File: src/rtl/grasspopper_arbiter.sv
// grasspopper_arbiter: round-robin front end that time-shares a single
// grasspopper cipher core between NREQ requesters. One block is in flight at
// a time; a watchdog resets the core and returns an error if it hangs.
module grasspopper_arbiter #(
    parameter int NREQ    = 4,     // number of requesters, 2..8
    parameter int TIMEOUT = 1024,  // max cycles in WAIT before the core is reset
    parameter int TW      = 11     // timer width, >= clog2(TIMEOUT)+1
) (
    input  logic                 pclk_i,
    input  logic                 presetn_i,
    input  logic [NREQ-1:0]      req_valid_i,
    input  logic [NREQ*128-1:0]  req_data_i,
    output logic [NREQ-1:0]      req_ready_o,
    output logic [NREQ-1:0]      rsp_valid_o,
    output logic [127:0]         rsp_data_o,
    output logic                 rsp_err_o,
    input  logic [NREQ-1:0]      rsp_ready_i,
    output logic [127:0]         core_data_o,
    output logic                 core_req_o,
    output logic                 core_ack_o,
    output logic                 core_rst_o,
    input  logic [127:0]         core_data_i,
    input  logic                 core_valid_i,
    input  logic                 core_busy_i,
    output logic                 busy_o,
    output logic [2:0]           owner_o
);

    typedef enum logic [1:0] {
        IDLE  = 2'd0,
        ISSUE = 2'd1,
        WAIT  = 2'd2,
        RESP  = 2'd3
    } state_t;

    state_t          state_q;
    state_t          state_d;
    logic [2:0]      ptr_q;        // round-robin search start
    logic [2:0]      owner_q;      // requester that owns the current block
    logic [TW-1:0]   timer_q;      // cycles spent waiting for the core
    logic [127:0]    blk_q;        // block being encrypted
    logic [127:0]    rsp_data_q;   // result returned to the owner
    logic            rsp_err_q;

    logic [NREQ-1:0] rot_valid;    // req_valid_i rotated so bit 0 is ptr_q
    logic [NREQ-1:0] owner_oh;
    logic [2:0]      win;
    logic            grant_ok;
    logic            owner_ready;
    logic            timeout;

    assign rot_valid   = NREQ'({req_valid_i, req_valid_i} >> ptr_q);
    assign owner_oh    = NREQ'(1) << owner_q;
    assign owner_ready = |(rsp_ready_i & owner_oh);
    assign grant_ok    = (|req_valid_i) & ~core_busy_i;
    assign timeout     = (timer_q == TW'(TIMEOUT - 1));

    // Pick the first valid requester at or after ptr_q, wrapping modulo NREQ.
    always_comb begin
        win = '0;
        // Scan from the far end down so the nearest valid requester is written last.
        for (int k = NREQ - 1; k >= 0; k--) begin
            if (rot_valid[k]) begin
                win = 3'((int'(ptr_q) + k >= NREQ) ? int'(ptr_q) + k - NREQ
                                                   : int'(ptr_q) + k);
            end
        end
    end

    // Next-state and pulse outputs of the IDLE/ISSUE/WAIT/RESP sequence.
    always_comb begin
        // NOTE: every signal driven here gets a default first, so no branch
        // of the case below can leave one unassigned and infer a latch.
        state_d     = state_q;
        req_ready_o = '0;
        rsp_valid_o = '0;
        core_req_o  = 1'b0;
        core_ack_o  = 1'b0;
        core_rst_o  = 1'b0;
        case (state_q)
            IDLE: begin
                if (grant_ok) begin
                    req_ready_o = NREQ'(1) << win;
                    state_d     = ISSUE;
                end
            end
            ISSUE: begin
                core_req_o = 1'b1;
                state_d    = WAIT;
            end
            WAIT: begin
                // A result arriving on the last allowed cycle still wins over the watchdog.
                if (core_valid_i) begin
                    core_ack_o = 1'b1;
                    state_d    = RESP;
                end else if (timeout) begin
                    core_rst_o = 1'b1;
                    state_d    = RESP;
                end
            end
            RESP: begin
                rsp_valid_o = owner_oh;
                if (owner_ready) begin
                    state_d = IDLE;
                end
            end
            default: state_d = IDLE;
        endcase
    end

    // State, pointer, timer and data registers.
    always_ff @(posedge pclk_i or negedge presetn_i) begin
        if (!presetn_i) begin
            state_q    <= IDLE;
            ptr_q      <= '0;
            owner_q    <= '0;
            timer_q    <= '0;
            // NOTE: the 128-bit data registers are reset too, so core_data_o
            // and rsp_data_o read zero straight out of reset.
            blk_q      <= '0;
            rsp_data_q <= '0;
            rsp_err_q  <= 1'b0;
        end else begin
            // NOTE: non-blocking assignments make every register here sample
            // pre-edge values, independent of statement order.
            state_q <= state_d;
            case (state_q)
                IDLE: begin
                    if (grant_ok) begin
                        blk_q   <= req_data_i[int'(win)*128 +: 128];
                        owner_q <= win;
                    end
                end
                ISSUE: begin
                    timer_q <= '0;
                end
                WAIT: begin
                    if (core_valid_i) begin
                        rsp_data_q <= core_data_i;
                        rsp_err_q  <= 1'b0;
                    end else if (timeout) begin
                        rsp_data_q <= '0;
                        rsp_err_q  <= 1'b1;
                    end else begin
                        timer_q <= timer_q + TW'(1);
                    end
                end
                RESP: begin
                    if (owner_ready) begin
                        ptr_q <= (owner_q == 3'(NREQ - 1)) ? 3'd0 : owner_q + 3'd1;
                    end
                end
                default: ;
            endcase
        end
    end

    assign core_data_o = blk_q;
    assign rsp_data_o  = rsp_data_q;
    assign rsp_err_o   = rsp_err_q;
    assign busy_o      = (state_q != IDLE);
    assign owner_o     = owner_q;

endmodule

File: config.mk
export PLATFORM = sky130hd
export DESIGN_NAME = grasspopper_arbiter
export DESIGN_NICKNAME = d
export VERILOG_FILES = /design/src/rtl/grasspopper_arbiter.sv
export SDC_FILE = /design/constraint.sdc
export NUM_CORES = 1
export LEC_CHECK = 0
export ABC_CLOCK_PERIOD_IN_PS = 5800
export CAP_MARGIN = 25
export CORE_AREA = 4 4 356 358
export DETAILED_ROUTE_END_ITERATION = 16
export DIE_AREA = 0 0 360 362
export PLACE_DENSITY = 0.39
export SYNTH_ARGS = -nofsm -noshare
export SYNTH_HDL_FRONTEND = slang
export SYNTH_SLANG_ARGS = --single-unit
File: constraint.sdc
create_clock -name pclk_i -period 5.8 [get_ports pclk_i]
set_input_delay 0.87 -clock pclk_i [delete_from_list [all_inputs] [get_ports pclk_i]]
set_output_delay 0.87 -clock pclk_i [all_outputs]
set_load 0.03 [all_outputs]
# Word-level counts from Yosys, hierarchy flattened
# Index checks and enable logic that the tools add are counted.
word_totals:
  register_bits: 276
  latchBits: 0
  ramBits: 0
  mem_bits_ro: 0
  output_inout_bits: 272
  word_cells: 78
  n_memories: 0
op_classes:
  addsub: 9
  multipliers: 0
  div: 0
  n_lt_le_gt_ge: 4
  eq_ne: 10
  shifts: 4
  muxes: 30
  n_bitwise: 3
  n_reduce_logical: 11
op_table:
  columns: ["operator", "n"]
  rows:
  - ["indexed part select 512 x 11 -> 128 bit", 1]
  - ["two-way mux 128 bit", 2]
  - ["two-way mux 3 bit", 9]
  - ["two-way mux 11 bit", 2]
  - ["case mux 11 bit (2 select lines)", 1]
  - [">= comparator 4 x 3 -> 1 bit (second input constant)", 3]
  - ["two-way mux 4 bit", 3]
  - ["subtractor 3 bit (second input constant)", 4]
  - ["adder 11 x 1 -> 11 bit (second input constant)", 1]
  - ["equality test 11 x 10 -> 1 bit (second input constant)", 1]
  - ["adder 3 x 2 -> 4 bit (second input constant)", 2]
  - ["two-way mux 1 bit", 8]
  - ["two-way mux 2 bit", 4]
  - ["!= test 2 bit (second input constant)", 4]
  - ["case mux 2 bit (4 select lines)", 1]
  - ["OR reduction 4 bit", 2]
  - ["left shift 1 x 3 -> 4 bit (first input constant)", 2]
  - ["right shift 8 x 3 -> 4 bit", 1]
  - ["AND reduction 2 bit", 3]
  - ["AND reduction 3 bit", 2]
  - ["nonzero test 2 bit", 3]
  - ["adder 3 x 1 -> 4 bit (second input constant)", 1]
  - ["AND 4 bit", 1]
  - ["equality test 2 bit (second input constant)", 2]
  - ["other kinds (8)", 8]

# Longest topological paths before layout
# Gate-level depths: netlist of the first run.
logic_depth:
  ltp_word: 10
  depth_mapped: 10

# Least setup slack after synthesis of the first run
# Ideal clock, no wire load.
synth_path:
  path_type: "input-to-output"
  start: "input port req_valid_i[2]"
  end: "output port req_ready_o[2]"
  arrival_ns: 2.543
  t_required_ns: 4.930
  setup_slack_ns: 2.387
  cell_stages: 8
  n_path_buf: 2
  cell_sequence: "mux2_1 a211oi_1 a41oi_1 o32ai_2 buf_2 buf_4 nand2_1 nor2_1"
synth_via:
  elab_chain_cells: 8
synth_rtl:
  columns: ["item", "line", "text"]
  rows:
  - ["from (decl)", "11", "input logic [NREQ-1:0] req_valid_i,"]
  - ["right shift 8 x 3 -> 4 bit", "52", "assign rot_valid = NREQ'({req_valid_i, req_valid_i} >> ptr_q);"]
  - ["two-way mux 3 bit (4 in a row)", "63", "if (rot_valid[k]) begin"]
  - ["left shift 1 x 3 -> 4 bit", "83", "req_ready_o = NREQ'(1) << win;"]
  - ["two-way mux 4 bit (*)", "82", "if (grant_ok) begin"]
  - ["two-way mux 4 bit (*)", "80", "case (state_q)"]
  - ["to (decl)", "13", "output logic [NREQ-1:0] req_ready_o,"]
# Every way passes the cells marked *; elsewhere a longest branch is shown, timed or not.

# Worst setup path in the final report of the first run
layout_path:
  start: "input port req_valid_i[1]"
  end: "output port req_ready_o[1]"
# The elaborated chain is that of the path after synthesis.

==> metrics.md, run 1 <==
| Metric | Value |
|---|---|
| Number of stages on the worst setup path | `8` |
| PortBufs | `923` |
| Vias/cell | `3.98` |
| Worst-case clock buffer depth | `3` |
| Final setup fails | `0` |
| Row count | `129` |
| R2R depth | `8` |
| VDD IR-drop max | `353 uV` |
| CTS tree | `built` |
| Drt drc | `0` |
| CP arrival | `3.63 ns` |
| Tmin final | `4.50 ns` |
| Final instance area | `0.0278 mm^2` |
| Post-CTS Resized | `0` |
| Synth Register Bits | `276` |
| Boundary Pins | `924` |
| Power Total | `14.9 mW` |
| Share of flip-flops with an asynchronous set or reset | `100%` |
| Critical path type | `input pin to primary output` |
| Final Hold Vio Count | `0` |
| Crit path cell chain | `clkdlybuf4s50_1 -> mux2_2 -> a211oi_2 -> nand3_4 -> buf_4 -> and2_4 -> nor2_1 -> clkdlybuf4s50_1` |
| Max Clk Rate | `222 MHz` |
| Yosys top cell by area | `dfrtp_1` |
| Layout Nets | `3091` |
| Syn Area/Cell | `9.70 um^2` |
| Commonest non-fill, non-tap cell in the layout | `clkdlybuf4s50_1` |
| Largest net degree at the start of global routing | `126` |
| RSZ-0062 raised after global routing | `no` |
| Rel. slew slack | `25.9%` |
| Finished Layout Cells | `4129` |
| CTS buffer count | `42` |
| Share of the synthesized area in the top cell type | `44.6%` |
| Primary FF master, synth | `dfrtp_1` |
| WP buf/inv | `3` |
| First-pass detailed-route iteration total | `5` |
| Routability-driven placement congestion ratio | `0.801` |
| Net Count, Synth | `2258` |
| Crit path launch type | `input pin` |
| Die area | `0.130 mm^2` |
| Fin Clk Skew | `0.0217 ns` |
| Post-synth EDFFs | `0` |
| Clock tree root buffer cell | `clkbuf_16` |
| Main area contributors after synthesis | `dfrtp_1 (45%), nand2_1 (9.7%), mux2i_1 (8.5%)` |
| PwrDens | `534 mW/mm^2` |
| CP most frequent cell | `clkdlybuf4s50_1` |
| Hold crit path type | `input pin to async pin` |
| Maxcap violations | `0` |
| Initial DRC Count | `990` |
| Width of the die | `360 um` |
| Layout cells sized above 1 | `8.01%` |
| Crit-path slowest cell | `clkdlybuf4s50_1` |
| Area Overhead vs Synth | `79.8%` |
| Vias in the first global route | `17200` |
| Clock Latency Late Sink | `0.60 ns` |
| Synth unique cells | `51` |
| Pleak | `11.1 nW` |
| Crit-path leading delay family | `buffers and inverters` |
| Floorplan core area | `0.123 mm^2` |
| Worst R2R Setup Slack | `2.01 ns` |
| Die Height | `362 um` |
| Placed cell area | `0.0263 mm^2` |
| Clk sinks | `276` |
| Max-slew violations | `0` |
| Post-CTS setup buffers | `0` |
| Overall Global Routing Usage | `15.6%` |
| CP Max Fanout | `27` |
| Total routed wirelength | `107000 um` |
| Most frequent cells in the layout | `clkdlybuf4s50_1 (922), nand2_1 (398), dfrtp_1 (276)` |
| Initial antenna violation count | `65` |
| Starting Density | `12.5%` |
| Post-route antenna net violation count | `0` |
| Hold buffer count at cts | `0` |
| Clock-pin slew on the worst setup and hold paths | `0.06 ns` |
| Worst Max-Slew Pin Slew | `1.11 ns` |
| Ys Warns | `0` |
| Setup TNS | `0 ns` |
| Register area share after synthesis | `44.6%` |
| WP data required | `4.93 ns` |
| Mapped Cells | `1596` |
| Placed cells | `4022` |
| First-pass GRT wire length | `145000 um` |
| Routed wire per std cell | `26.0 um` |
| Grt ovf | `0` |
| Mapped cell area | `0.0155 mm^2` |
| Fin crit share | `77.6%` |
| Status | `finished clean` |
| CTS HTree Levels | `2` |
| Via count | `16400` |
| Critical path capture point type | `primary output` |
| Post-DP HPWL | `80600 um` |
| Largest stage delay, worst path | `0.69 ns` |
==> routing by layer <==
layer  vias to the layer above  GRT usage, %  wire length (um)
met5                         -             0               193
met4                        28          5.04              2540
met3                       130          6.48             10200
met2                       692          25.7             51800
met1                      8056          18.4             42400
li1                       7520             -                 -
==> cell usage after synthesis, drive strengths merged (4+ instances only) <==
master   number
o2111ai     128
inv          11
dfrtp       276
clkbuf      106
buf          55
mux2          4
o21ai       139
mux2i       131
and2          8
nor2b         5
a21oi         4
nand2       400
ha           10
nor2         20
nand2b        4
nand3b      129
o211ai      128
nand3         6
==> final timing paths <==
| kind | endpoint | start |
|---|---|---|
| worst min-delay path | rsp_data_o[37] | presetn_i |
| worst min register to register | timer_q[7] | timer_q[7] |
| worst max-delay path | req_ready_o[1] | req_valid_i[1] |
| min in group pclk_i | timer_q[7] | timer_q[7] |
| max in group asynchronous | core_data_o[11] | presetn_i |
| worst max register to register | core_data_o[82] | ptr_q[0] |
==> flip-flops by register name, summed over array words and instances (netlist names) <==
signal       count
core_data_o    128
owner_o          3
ptr_q            3
rsp_data_o     128
rsp_err_o        1
state_q          2
timer_q         11
==> logic make-up (layout without fill, tap and decap cells) <==
logic type / Yosys count / in the layout / synth area share [%]
flops: 276 / 276 / 44.6
mux: 135 / 135 / 8.79
buf+inv: 172 / 1035 / 5.65
other cells: 0 / 33 / 0
xor+xnor: 4 / 4 / 0.226
simple gates: 581 / 581 / 17.8
fa+ha+maj: 10 / 10 / 0.809
compound gates: 418 / 418 / 22.1
==> where the power goes <==
| part | internal, mW | switching [mW] | total, mW |
|---|---|---|---|
| combinational | 3.26 | 5.56 | 8.82 |
| sequential | 2.81 | 0.544 | 3.35 |
| clock | 1.60 | 1.08 | 2.68 |
==> area by class of cell <==
| type | count | area, um^2 |
|---|---|---|
| Inverter | 11 | 43.8 |
| Sequential cell | 276 | 6910 |
| Fill cell | 13500 | 95500 |
| Multi-Input combinational cell | 1148 | 7750 |
| Antenna cell | 33 | 82.6 |
| Timing Repair Buffer | 950 | 9600 |
| Clock inverter | 12 | 166 |
| Tap cell | 1637 | 2050 |
| Clock buffer | 62 | 1230 |
==> through the flow <==
| step | worst slack (ns) | hold slack, ns | util (%) |
|---|---|---|---|
| floorplan | 2.39 | 0.447 | - |
| global placement | 1.22 | 0.472 | 21.4 |
| detailed placement | 1.16 | 0.471 | 21.4 |
| CTS | 1.26 | 0.140 | 22.5 |
| global route | 1.10 | 0.183 | 22.5 |
| finish | 1.30 | 0.200 | 22.6 |
Power figures use the tool's default switching activity.
==> run 2, diff against run 1 <==
ABC_CLOCK_PERIOD_IN_PS = 4400   (was 5800)
CORE_AREA = 4 4 359 361   (was 4 4 356 358)
DIE_AREA = 0 0 363 365   (was 0 0 360 362)
PLACE_DENSITY = 0.38   (was 0.39)
clock period = 4.4 ns   (was 5.8 ns; I/O delays follow)
==> metrics.md, run 2 (synthesized netlist as in run 1, its figures left out) <==
| Metric | Value |
|---|---|
| Die Height | `365 um (was 362 um)` |
| Commonest non-fill, non-tap cell in the layout | `clkdlybuf4s50_1 (unchanged)` |
| Drt drc | `0 (unchanged)` |
| Clock-pin slew on the worst setup and hold paths | `0.05 ns (was 0.06 ns)` |
| Initial DRC Count | `861 (was 990)` |
| Maxcap violations | `0 (unchanged)` |
| Critical path capture point type | `primary output (unchanged)` |
| Boundary Pins | `924 (unchanged)` |
| Via count | `16500 (was 16400)` |
| Most frequent cells in the layout | `clkdlybuf4s50_1 (921), nand2_1 (398), dfrtp_1 (276) (was clkdlybuf4s50_1 (922), nand2_1 (398), dfrtp_1 (276))` |
| Starting Density | `12.3% (was 12.5%)` |
| Crit-path slowest cell | `clkdlybuf4s50_1 (unchanged)` |
| Largest net degree at the start of global routing | `129 (was 126)` |
| CTS HTree Levels | `2 (unchanged)` |
| Hold buffer count at cts | `0 (unchanged)` |
| Row count | `130 (was 129)` |
| Final Hold Vio Count | `0 (unchanged)` |
| Die area | `0.132 mm^2 (was 0.130 mm^2)` |
| Clock Latency Late Sink | `0.59 ns (was 0.60 ns)` |
| Clk sinks | `276 (unchanged)` |
| PwrDens | `709 mW/mm^2 (was 534 mW/mm^2)` |
| CP Max Fanout | `11 (was 27)` |
| Width of the die | `363 um (was 360 um)` |
| Max Clk Rate | `255 MHz` |
| Rel. slew slack | `29.7% (was 25.9%)` |
| CP arrival | `3.26 ns (was 3.63 ns)` |
| Crit-path leading delay family | `buffers and inverters (unchanged)` |
| Status | `finished clean (unchanged)` |
| Overall Global Routing Usage | `15.4% (was 15.6%)` |
| Grt ovf | `0 (unchanged)` |
| Total routed wirelength | `108000 um (was 107000 um)` |
| Routed wire per std cell | `26.2 um (was 26.0 um)` |
| Critical path type | `flop to primary output (was input pin to primary output)` |
| First-pass GRT wire length | `145000 um (about the same)` |
| CTS tree | `built (unchanged)` |
| Hold crit path type | `input pin to async pin (unchanged)` |
| Layout Nets | `3105 (was 3091)` |
| Max-slew violations | `0 (unchanged)` |
| Largest stage delay, worst path | `0.77 ns (was 0.69 ns)` |
| Post-DP HPWL | `83200 um (was 80600 um)` |
| Vias/cell | `3.99 (was 3.98)` |
| Crit path launch type | `flop (was input pin)` |
| Post-CTS Resized | `0 (unchanged)` |
| Final setup fails | `0 (unchanged)` |
| Post-CTS setup buffers | `0 (unchanged)` |
| Post-route antenna net violation count | `0 (unchanged)` |
| Tmin final | `3.92 ns` |
| Crit path cell chain | `inv_1 -> ha_1 -> o22ai_1 -> o32ai_4 -> or2_4 -> nor2_1 -> clkdlybuf4s50_1 (was clkdlybuf4s50_1 -> mux2_2 -> a211oi_2 -> nand3_4 -> buf_4 -> and2_4 -> nor2_1 -> clkdlybuf4s50_1)` |
| WP data required | `3.74 ns (was 4.93 ns)` |
| Initial antenna violation count | `53 (was 65)` |
| PortBufs | `923 (unchanged)` |
| Area Overhead vs Synth | `80.5% (was 79.8%)` |
| Setup TNS | `0 ns (unchanged)` |
| # fillers | `13700 (was 13500)` |
| Worst Max-Slew Pin Slew | `1.05 ns (was 1.11 ns)` |
| Floorplan core area | `0.125 mm^2 (was 0.123 mm^2)` |
| First-pass detailed-route iteration total | `4 (was 5)` |
| WP buf/inv | `2 (was 3)` |
| Layout cells sized above 1 | `8.54% (was 8.01%)` |
| Final instance area | `0.0279 mm^2 (was 0.0278 mm^2)` |
| Fin crit share | `89.0%` |
| VDD IR-drop max | `537 uV (was 353 uV)` |
| Routability-driven placement congestion ratio | `0.810 (was 0.801)` |
| RSZ-0062 raised after global routing | `no (unchanged)` |
| Vias in the first global route | `17000 (was 17200)` |
| Clock tree root buffer cell | `clkbuf_16 (unchanged)` |
| Worst-case clock buffer depth | `3 (unchanged)` |
| CTS buffer count | `41 (was 42)` |
| Placed cell area | `0.0265 mm^2 (was 0.0263 mm^2)` |
| Fin Clk Skew | `0.0149 ns (was 0.0217 ns)` |
| Pleak | `11.2 nW (was 11.1 nW)` |
run 2: routing by layer:
metal	share of wire, %	GRT usage, %	vias up
met1	41	18.8	8127
li1	-	-	7534
met4	1.5	2.48	22
met3	8.4	5.44	134
met2	49	26.5	660
met5	0.13	0	-
run 2: metrics by stage:
step	setup WS (ns)	std cells	total power, mW	hold slack [ns]	util, %
2_1_floorplan	1.41	1596	11.0	0.364	-
3_3_place_gp	0.474	4050	16.5	0.477	21.1
4_1_cts	0.387	4120	20.2	0.0852	22.2
3_5_place_dp	0.438	4050	16.4	0.469	21.1
5_1_grt	0.260	4122	20.9	0.121	22.2
6_report	0.484	4132	19.8	0.122	22.3
run 2: cell type report:
class	count	area, um^2	share of cell area [%]
timing repair buffer	965	9710	34.8
multi-input combinational	1148	7750	27.8
sequential	276	6910	24.7
tap	1650	2060	7.39
clock buffer	57	1160	4.14
clock inverter	13	267	0.954
inverter	11	43.8	0.157
antenna	12	30.0	0.108
run 2: where the power goes:
group          internal (mW)  total [mW]  switching, mW
sequential              3.70        4.49          0.790
clock                   2.24        3.62           1.38
combinational           4.35        11.7           7.34
total                   10.3        19.8           9.51
run 2: worst paths after layout:
path                            startpoint              end  slack (ns)  cells past startpoint
worst max-delay path              ptr_q[0]   req_ready_o[1]        0.48                      7
worst min-delay path             presetn_i   rsp_data_o[11]        0.12                      1
worst max register to register    ptr_q[0]  core_data_o[12]        1.03                      9
worst min register to register  timer_q[7]       timer_q[7]        0.48                      1
max in group asynchronous        presetn_i  core_data_o[66]        3.33                      2
min in group pclk_i             timer_q[7]       timer_q[7]        0.48                      1
